### src/rtl/des_cbc_ctrl.sv
// ECB/CBC chaining controller between a block client and a single shared DES core.
// Optional key byte-parity checking is enabled with `define DES_CBC_CTRL_PARITY_EN.
module des_cbc_ctrl (
  input  logic        clk,
  input  logic        reset,
  input  logic        mode_i,
  input  logic        cbc_i,
  input  logic [0:63] key_i,
  input  logic [0:63] data_i,
  input  logic        valid_i,
  output logic        accept_o,
  input  logic [0:63] iv_i,
  input  logic        iv_load_i,
  output logic [0:63] data_o,
  output logic        valid_o,
  input  logic        accept_i,
  output logic        des_mode_o,
  output logic [0:63] des_key_o,
  output logic [0:63] des_data_o,
  output logic        des_valid_o,
  input  logic        des_accept_i,
  input  logic [0:63] des_data_i,
  input  logic        des_valid_i,
  output logic        des_accept_o
`ifdef DES_CBC_CTRL_PARITY_EN
  ,
  output logic        err_o
`endif
);

  typedef enum logic [1:0] {
    ST_IDLE,
    ST_SEND,
    ST_WAIT,
    ST_OUT
  } state_t;

  state_t      state_reg;
  logic [0:63] chain_reg;
  logic [0:63] blk_data_reg;
  logic        blk_cbc_reg;
  logic        des_mode_reg;
  logic [0:63] des_key_reg;
  logic [0:63] des_data_reg;
  logic [0:63] data_out_reg;
  logic        accept_reg;
  logic        valid_out_reg;
  logic        des_valid_reg;
  logic        des_accept_reg;

  logic [0:63] chain_next;
  logic        in_xfer;
  logic        key_bad;

  // An IV loaded on the same edge as a block is the chain that block sees.
  assign chain_next = iv_load_i ? iv_i : chain_reg;
  assign in_xfer    = valid_i && accept_reg;

`ifdef DES_CBC_CTRL_PARITY_EN
  logic [7:0] key_byte_odd;
  logic       err_reg;

  for (genvar gi = 0; gi < 8; gi++) begin : g_key_parity
    assign key_byte_odd[gi] = ^key_i[8*gi +: 8];
  end

  assign key_bad = ~&key_byte_odd;
  assign err_o   = err_reg;
`else
  assign key_bad = 1'b0;
`endif

  assign accept_o     = accept_reg;
  assign valid_o      = valid_out_reg;
  assign data_o       = data_out_reg;
  assign des_mode_o   = des_mode_reg;
  assign des_key_o    = des_key_reg;
  assign des_data_o   = des_data_reg;
  assign des_valid_o  = des_valid_reg;
  assign des_accept_o = des_accept_reg;

  // Handshake flags are registered copies of the next-state decode.
  always_ff @(posedge clk or negedge reset) begin
    if (!reset) begin
      state_reg      <= ST_IDLE;
      chain_reg      <= '0;
      blk_data_reg   <= '0;
      blk_cbc_reg    <= 1'b0;
      des_mode_reg   <= 1'b0;
      des_key_reg    <= '0;
      des_data_reg   <= '0;
      data_out_reg   <= '0;
      accept_reg     <= 1'b0;
      valid_out_reg  <= 1'b0;
      des_valid_reg  <= 1'b0;
      des_accept_reg <= 1'b0;
`ifdef DES_CBC_CTRL_PARITY_EN
      err_reg        <= 1'b0;
`endif
    end else begin
      case (state_reg)
        ST_IDLE: begin
          if (iv_load_i) begin
            chain_reg <= iv_i;
          end
          if (in_xfer) begin
            blk_data_reg <= data_i;
            blk_cbc_reg  <= cbc_i;
            des_mode_reg <= mode_i;
            des_key_reg  <= key_i;
            des_data_reg <= (cbc_i && !mode_i) ? (data_i ^ chain_next) : data_i;
            accept_reg   <= 1'b0;
            if (key_bad) begin
              // Bad key parity: report straight away without touching the core.
              state_reg     <= ST_OUT;
              data_out_reg  <= '0;
              valid_out_reg <= 1'b1;
`ifdef DES_CBC_CTRL_PARITY_EN
              err_reg       <= 1'b1;
`endif
            end else begin
              state_reg     <= ST_SEND;
              des_valid_reg <= 1'b1;
            end
          end else begin
            accept_reg <= 1'b1;
          end
        end

        ST_SEND: begin
          if (des_accept_i) begin
            state_reg      <= ST_WAIT;
            des_valid_reg  <= 1'b0;
            des_accept_reg <= 1'b1;
          end
        end

        ST_WAIT: begin
          if (des_valid_i) begin
            state_reg      <= ST_OUT;
            des_accept_reg <= 1'b0;
            valid_out_reg  <= 1'b1;
            if (blk_cbc_reg && des_mode_reg) begin
              data_out_reg <= des_data_i ^ chain_reg;
              chain_reg    <= blk_data_reg;
            end else if (blk_cbc_reg) begin
              data_out_reg <= des_data_i;
              chain_reg    <= des_data_i;
            end else begin
              data_out_reg <= des_data_i;
            end
          end
        end

        ST_OUT: begin
          if (accept_i) begin
            state_reg     <= ST_IDLE;
            valid_out_reg <= 1'b0;
            accept_reg    <= 1'b1;
`ifdef DES_CBC_CTRL_PARITY_EN
            err_reg       <= 1'b0;
`endif
          end
        end

        default: begin
          state_reg <= ST_IDLE;
        end
      endcase
    end
  end

endmodule
### config.mk
export PLATFORM = sky130hd
export DESIGN_NAME = des_cbc_ctrl
export DESIGN_NICKNAME = d
export VERILOG_FILES = /design/src/rtl/des_cbc_ctrl.sv
export SDC_FILE = /design/constraint.sdc
export NUM_CORES = 1
export LEC_CHECK = 0
export ABC_AREA = 1
export ABC_CLOCK_PERIOD_IN_PS = 1700
export BUFFER_PORTS_ARGS = -buffer_cell sky130_fd_sc_hd__buf_2
export CORE_MARGIN = 2
export CORE_UTILIZATION = 53
export DETAILED_ROUTE_END_ITERATION = 10
export PLACE_DENSITY = 0.82
export SETUP_SLACK_MARGIN = 0.02
export SYNTH_ARGS = -nofsm -noshare
export SYNTH_HDL_FRONTEND = slang
export SYNTH_SLANG_ARGS = --single-unit
### constraint.sdc
create_clock -name clk -period 1.7 [get_ports clk]
set_clock_uncertainty 0.05 [all_clocks]
set_input_delay 0.255 -clock clk [delete_from_list [all_inputs] [get_ports clk]]
set_output_delay 0.255 -clock clk [all_outputs]
set_load 0.01 [all_outputs]
# Yosys cells after proc, flatten, opt, wreduce, memory -nomap -nowiden
# Cells that the tools add are included.
dict set report totals {
  ff_bits 328
  word_cells 64
}
dict set report classes {
  n_eq_ne 8
  muxes 24
  bitwise_logic 2
  n_reduce_logical 18
}
# cell count
set op_table {}
lappend op_table {{$mux W64} 6}
lappend op_table {{$pmux W64 S2} 1}
lappend op_table {{$xor A64 B64 Y64} 2}
lappend op_table {{$reduce_and A3 Y1} 4}
lappend op_table {{$reduce_bool A2 Y1} 5}
lappend op_table {{$mux W1} 8}
lappend op_table {{$mux W2} 4}
lappend op_table {{$ne A2 B2 Y1 const B} 4}
lappend op_table {{$pmux W1 S2} 4}
lappend op_table {{$pmux W2 S4} 1}
lappend op_table {{$reduce_and A2 Y1} 3}
lappend op_table {{$eq A2 B2 Y1 const B} 2}
lappend op_table {{$reduce_and A4 Y1} 1}
lappend op_table {{$logic_and A1 B1 Y1} 3}
lappend op_table {{$ne A3 B3 Y1 const B} 1}
lappend op_table {{$eq A2 B1 Y1 const B} 1}
lappend op_table {{$logic_not A2 Y1} 1}
lappend op_table {{$logic_not A1 Y1} 1}

# Longest topological paths before layout
dict set report depth {
  word_depth 4
  depth_mapped 9
}

# Worst setup path before layout
# OpenSTA, ideal clock, no wires.
dict set report synth_path {
  path_type {register to register}
  from {register state_reg[0]}
  to {register des_data_reg, in the netlist des_data_o[21]}
  setup_ns 0.125
  t_arrival_ns 1.378
  setup_slack_ns 0.148
  stages_incl_launch_ff 9
  path_buffers 3
  synth_period_minus_slack_ns 1.552
  path_cell_list {dfrtp_1 inv_1 ha_1 nand3_1 buf_4 buf_6 buf_2 nand2_1 nand3_1}
}
dict set report synth_via {
  elab_chain_cells 2
}
# element line_no
set synth_lines {}
lappend synth_lines {{from (decl)} 38} ;# state_t state_reg;
lappend synth_lines {{from (signal assigned)} 85} ;# state_reg <= ST_IDLE;
lappend synth_lines {{from (signal assigned)} 115} ;# state_reg <= ST_OUT;
lappend synth_lines {{from (signal assigned)} 122} ;# state_reg <= ST_SEND;
lappend synth_lines {{$logic_not A2 Y1} 101} ;# case (state_reg)
lappend synth_lines {{$reduce_and A2 Y1 (no source line)} n/a}
lappend synth_lines {{to (signal assigned)} 111} ;# des_data_reg <= (cbc_i && !mode_i) ? (data_i ^ chain_next) : data_i;
lappend synth_lines {{to (decl)} 44} ;# logic [0:63] des_data_reg;
# No other way between the ends.
# A chain may end at the register's enable or synchronous reset.

# Worst setup path after layout
dict set report layout_path {
  from {register state_reg[1]}
  to {register des_key_reg, in the netlist des_key_o[62]}
}
dict set report layout_via {
  elab_chain_cells 2
}
# element line_no
set layout_lines {}
lappend layout_lines {{$logic_not A2 Y1} 101}
lappend layout_lines {{$reduce_and A2 Y1 (no source line)} n/a}
lappend layout_lines {{to (signal assigned)} 110} ;# des_key_reg <= key_i;
lappend layout_lines {{to (decl)} 43} ;# logic [0:63] des_key_reg;
# No other way between the ends.

==> run_results.csv <==
group,metric,value,unit
pwr,p_clk_share,21.4,%
clocking,cts_buffer_depth,3,
pwr,power_switching_share,42.14,%
final_layout,drive_above_1_share,20.68,%
final_layout,design_area,24690,um2
floorplan,dieArea,36120,um2
min_path,hold_path_class,"input port to flop",
clocking,h-tree-depth,2,
setup_path,critPathArrivalTime,2.03,ns
setup_path,startpoint_type,"flop",
logic_synthesis,synth_fp_nets,2935,
pwr,intPower,0.02462,W
timing,hold_viol_final,0,
setup_path,cpLargestDelayFamily,"buffers and inverters",
setup_path,critPathMaxStageDelay,0.42,ns
setup_path,end_kind,"flop",
logic_synthesis,synthTopCellsByArea,"dfrtp_1, nand2_1, nand3_1",
pwr,p_sw,0.01793,W
final_layout,finalNonFillerCells,3732,
setup_path,slowest_stage,"dfrtp_1",
clocking,clk_pin_slew,0.06,ns
clocking,numCtsBuffers,37,
timing,slew_violations,0,
setup_path,path_max_fanout,47,
timing,finalCritPeriodShare,98.71,%
clocking,clock-sinks,328,
placed_design,placed_cell_area,21400,um2
clocking,cts_tree,"yes",
timing,setup_viol,0,
routing,wirelength,67590,um
floorplan,design.core.area,34290,um2
pwr,ir_drop,1.350,mV
setup_path,critPathMostFrequentCell,"buf_12",
timing,fin_crit,1.678,ns
timing,setup_tns,0,ns
routing,first_pass_iters,6,
timing,relSlewSlack,66.62,%
setup_path,cp.required,2.06,ns
placed_design,io_buffers,461,
setup_path,crit_chain,"inv_2 > ha_4 > nand3_4 > buf_12 > buf_12 > buf_4 > nand2_1 > o21ai_1",
run,max_cap_violations,0,
global_route,grt_overflow,0,
pwr,power_frac_comb,46.1,%
logic_synthesis,yosysWarnings,0,
global_route,grt_pass1_wl,104400,um
routing,wl_per_cell,18.11,um
logic_synthesis,synth_top_cell_area_share,44.74,%
floorplan,chipWidth,190.0,um
global_route,grt_max_degree,87,
placed_design,post-place-cells,3497,
status,status,"completed",
global_route,track_usage,36.37,%
pwr,leakagePower,13.84,nW
routing,drc,0,
routing,vias,20718,
timing,rsz0062_at_grt,"yes",
floorplan,die_h,190.0,um
pwr,seq_power_share,32.5,%
routing,drt_iter0_drc,2138,
logic_synthesis,ys_ff_latch,328,
floorplan,rows,68,
logic_synthesis,synth_cells,2664,
logic_synthesis,avgSynthCellArea,6.886,um2
setup_path,crit_type,"flop to flop",
final_layout,area_delta_synth_final,34.59,%
logic_synthesis,yosysUniqueCellTypes,21,
floorplan,ios,462,
logic_synthesis,yosysSeqAreaShare,44.74,%
clocking,cts_root_buffer,"clkbuf_16",
final_layout,nets,3507,
setup_path,crit_buf_inv,4,
pwr,p_per_area,1723,nW/um2
routing,drt.antenna.violating_nets,0,
placed_design,post-place-ws,0.001836,ns
clocking,clk_latency,0.53,ns
routing,viasPerCell,5.551,
global_route,first_global_vias,20176,
timing,worst_slew_pin_slew,0.4955,ns
floorplan,start_util,53.50,%
global_route,antenna_found_initial,13,
placed_design,dp_hpwl,42950,um
placed_design,gp_congestion,0.9213,
logic_synthesis,yosys.area.top_type,"dfrtp_1",
logic_synthesis,syn_area,18340,um2
timing,max_freq,595.9,MHz
timing,setup_ws,0.02192,ns
worst register-to-register path, stage by stage, from the launching register on:
cell	delay (ns)
dfrtp_1	0.42
inv_2	0.10
ha_4	0.15
nand3_4	0.13
buf_12	0.19
buf_12	0.18
buf_4	0.18
nand2_1	0.07
o21ai_1	0.09
routing by layer:
metal	global-route usage [%]	up-vias	wire length, um
met1	46.65	9574	25390
met4	19.23	6	3555
met5	0	-	32
li1	-	9476	-
met3	8.080	307	7620
met2	57.72	1355	30990
worst paths after layout:
| path | startpoint | endpoint | slack [ns] | cells past startpoint |
|---|---|---|---|---|
| worst max-delay path | state_reg[1] | des_key_o[62] | 0.02 | 8 |
| worst min register to register | data_o[17] | data_o[17] | 0.43 | 2 |
| worst min-delay path | data_i[5] | blk_data_reg[5] | 0.004 | 3 |
| max in group asynchronous | reset | chain_reg[62] | 0.73 | 3 |
| min in group asynchronous | reset | des_data_o[11] | 0.17 | 2 |
| worst max register to register | state_reg[1] | des_key_o[62] | 0.02 | 8 |
logic make-up after synthesis:
| family | count (synthesis) | share of synthesized area, % |
|---|---|---|
| adders and majority gates | 6 | 0.4092 |
| AOI/OAI and AO/OA | 267 | 7.414 |
| DFF | 328 | 44.74 |
| and+or+nand+nor | 1500 | 34.22 |
| buffers and inverters | 563 | 13.21 |
cells in the mapped netlist:
cell type,count
a21oi_1,65
buf_1,2
buf_2,109
buf_4,8
buf_6,18
clkbuf_1,22
clkbuf_2,7
dfrtp_1,328
ha_1,6
inv_1,394
inv_2,3
nand2_1,855
nand2_2,1
nand3_1,513
nor2_1,130
o211ai_1,1
o21ai_0,50
o21ai_1,145
o21ai_2,5
o21bai_1,1
or2_2,1
cell type report:
type | instances | area (um2)
inverter | 397 | 1493
clock buffer | 52 | 1095
timing repair buffer | 699 | 5072
antenna | 13 | 32.53
sequential | 328 | 8210
multi-input combinational | 1773 | 7934
fill | 2512 | 9599
clock inverter | 15 | 282.8
tap | 455 | 569.3
power groups by stage:
stage | Clock (W) | Sequential [W] | Combinational [W]
final | 0.00911 | 0.0138 | 0.0196
after global routing | 0.00950 | 0.0142 | 0.0214
after CTS | 0.00917 | 0.0137 | 0.0187
after detailed placement | 0 | 0.0137 | 0.0178
after global placement | 0 | 0.0136 | 0.0172
after floorplan | 0 | 0.0143 | 0.0100
cells in the final DEF (no fill, tap or decap):
master	netlist	routed
nand2_1	855	851
nand3_1	513	512
buf_2	109	458
inv_1	394	391
dfrtp_1	328	326
dlygate4sd3_1	0	146
o21ai_1	145	145
nor2_1	130	92
a21oi_1	65	65
o21ai_0	50	50
buf_4	8	47
clkbuf_16	0	41
nor2_2	0	33
buf_12	0	33
diode_2	0	13
bufinv_16	0	8
clkbuf_8	0	7
clkbuf_1	22	6
buf_6	18	6
inv_2	3	5
nor2_4	0	5
o21ai_2	5	5
clkinv_2	0	5
bufbuf_16	0	4
nand2_8	0	3
ha_1	6	3
nand2_4	0	2
ha_4	0	2
dfrtp_2	0	2
buf_8	0	2
o211ai_1	1	1
inv_4	0	1
or2_2	1	1
nand3_4	0	1
o21bai_1	1	1
ha_2	0	1
inv_6	0	1
clkinv_4	0	1
buf_16	0	1
stage by stage:
stage	utilization, %	total power (W)	hold WS, ns
finish	72.00	0.04255	0.004335
global route	71.98	0.04509	0.007315
CTS	71.24	0.04150	0.0004069
detailed placement	62.42	0.03150	0.1178
global placement	62.42	0.03087	0.1205
floorplan	-	0.02430	-0.09059
what timing repair did:
action	CTS	global route
hold buffers	146	0
setup endpoints to repair	19	234
setup buffers	0	3
cloned	4	2
endpoints found under the hold margin	511	0
gates resized for setup	20	43
pin swaps	0	2
(Power assumes the default switching activity.)
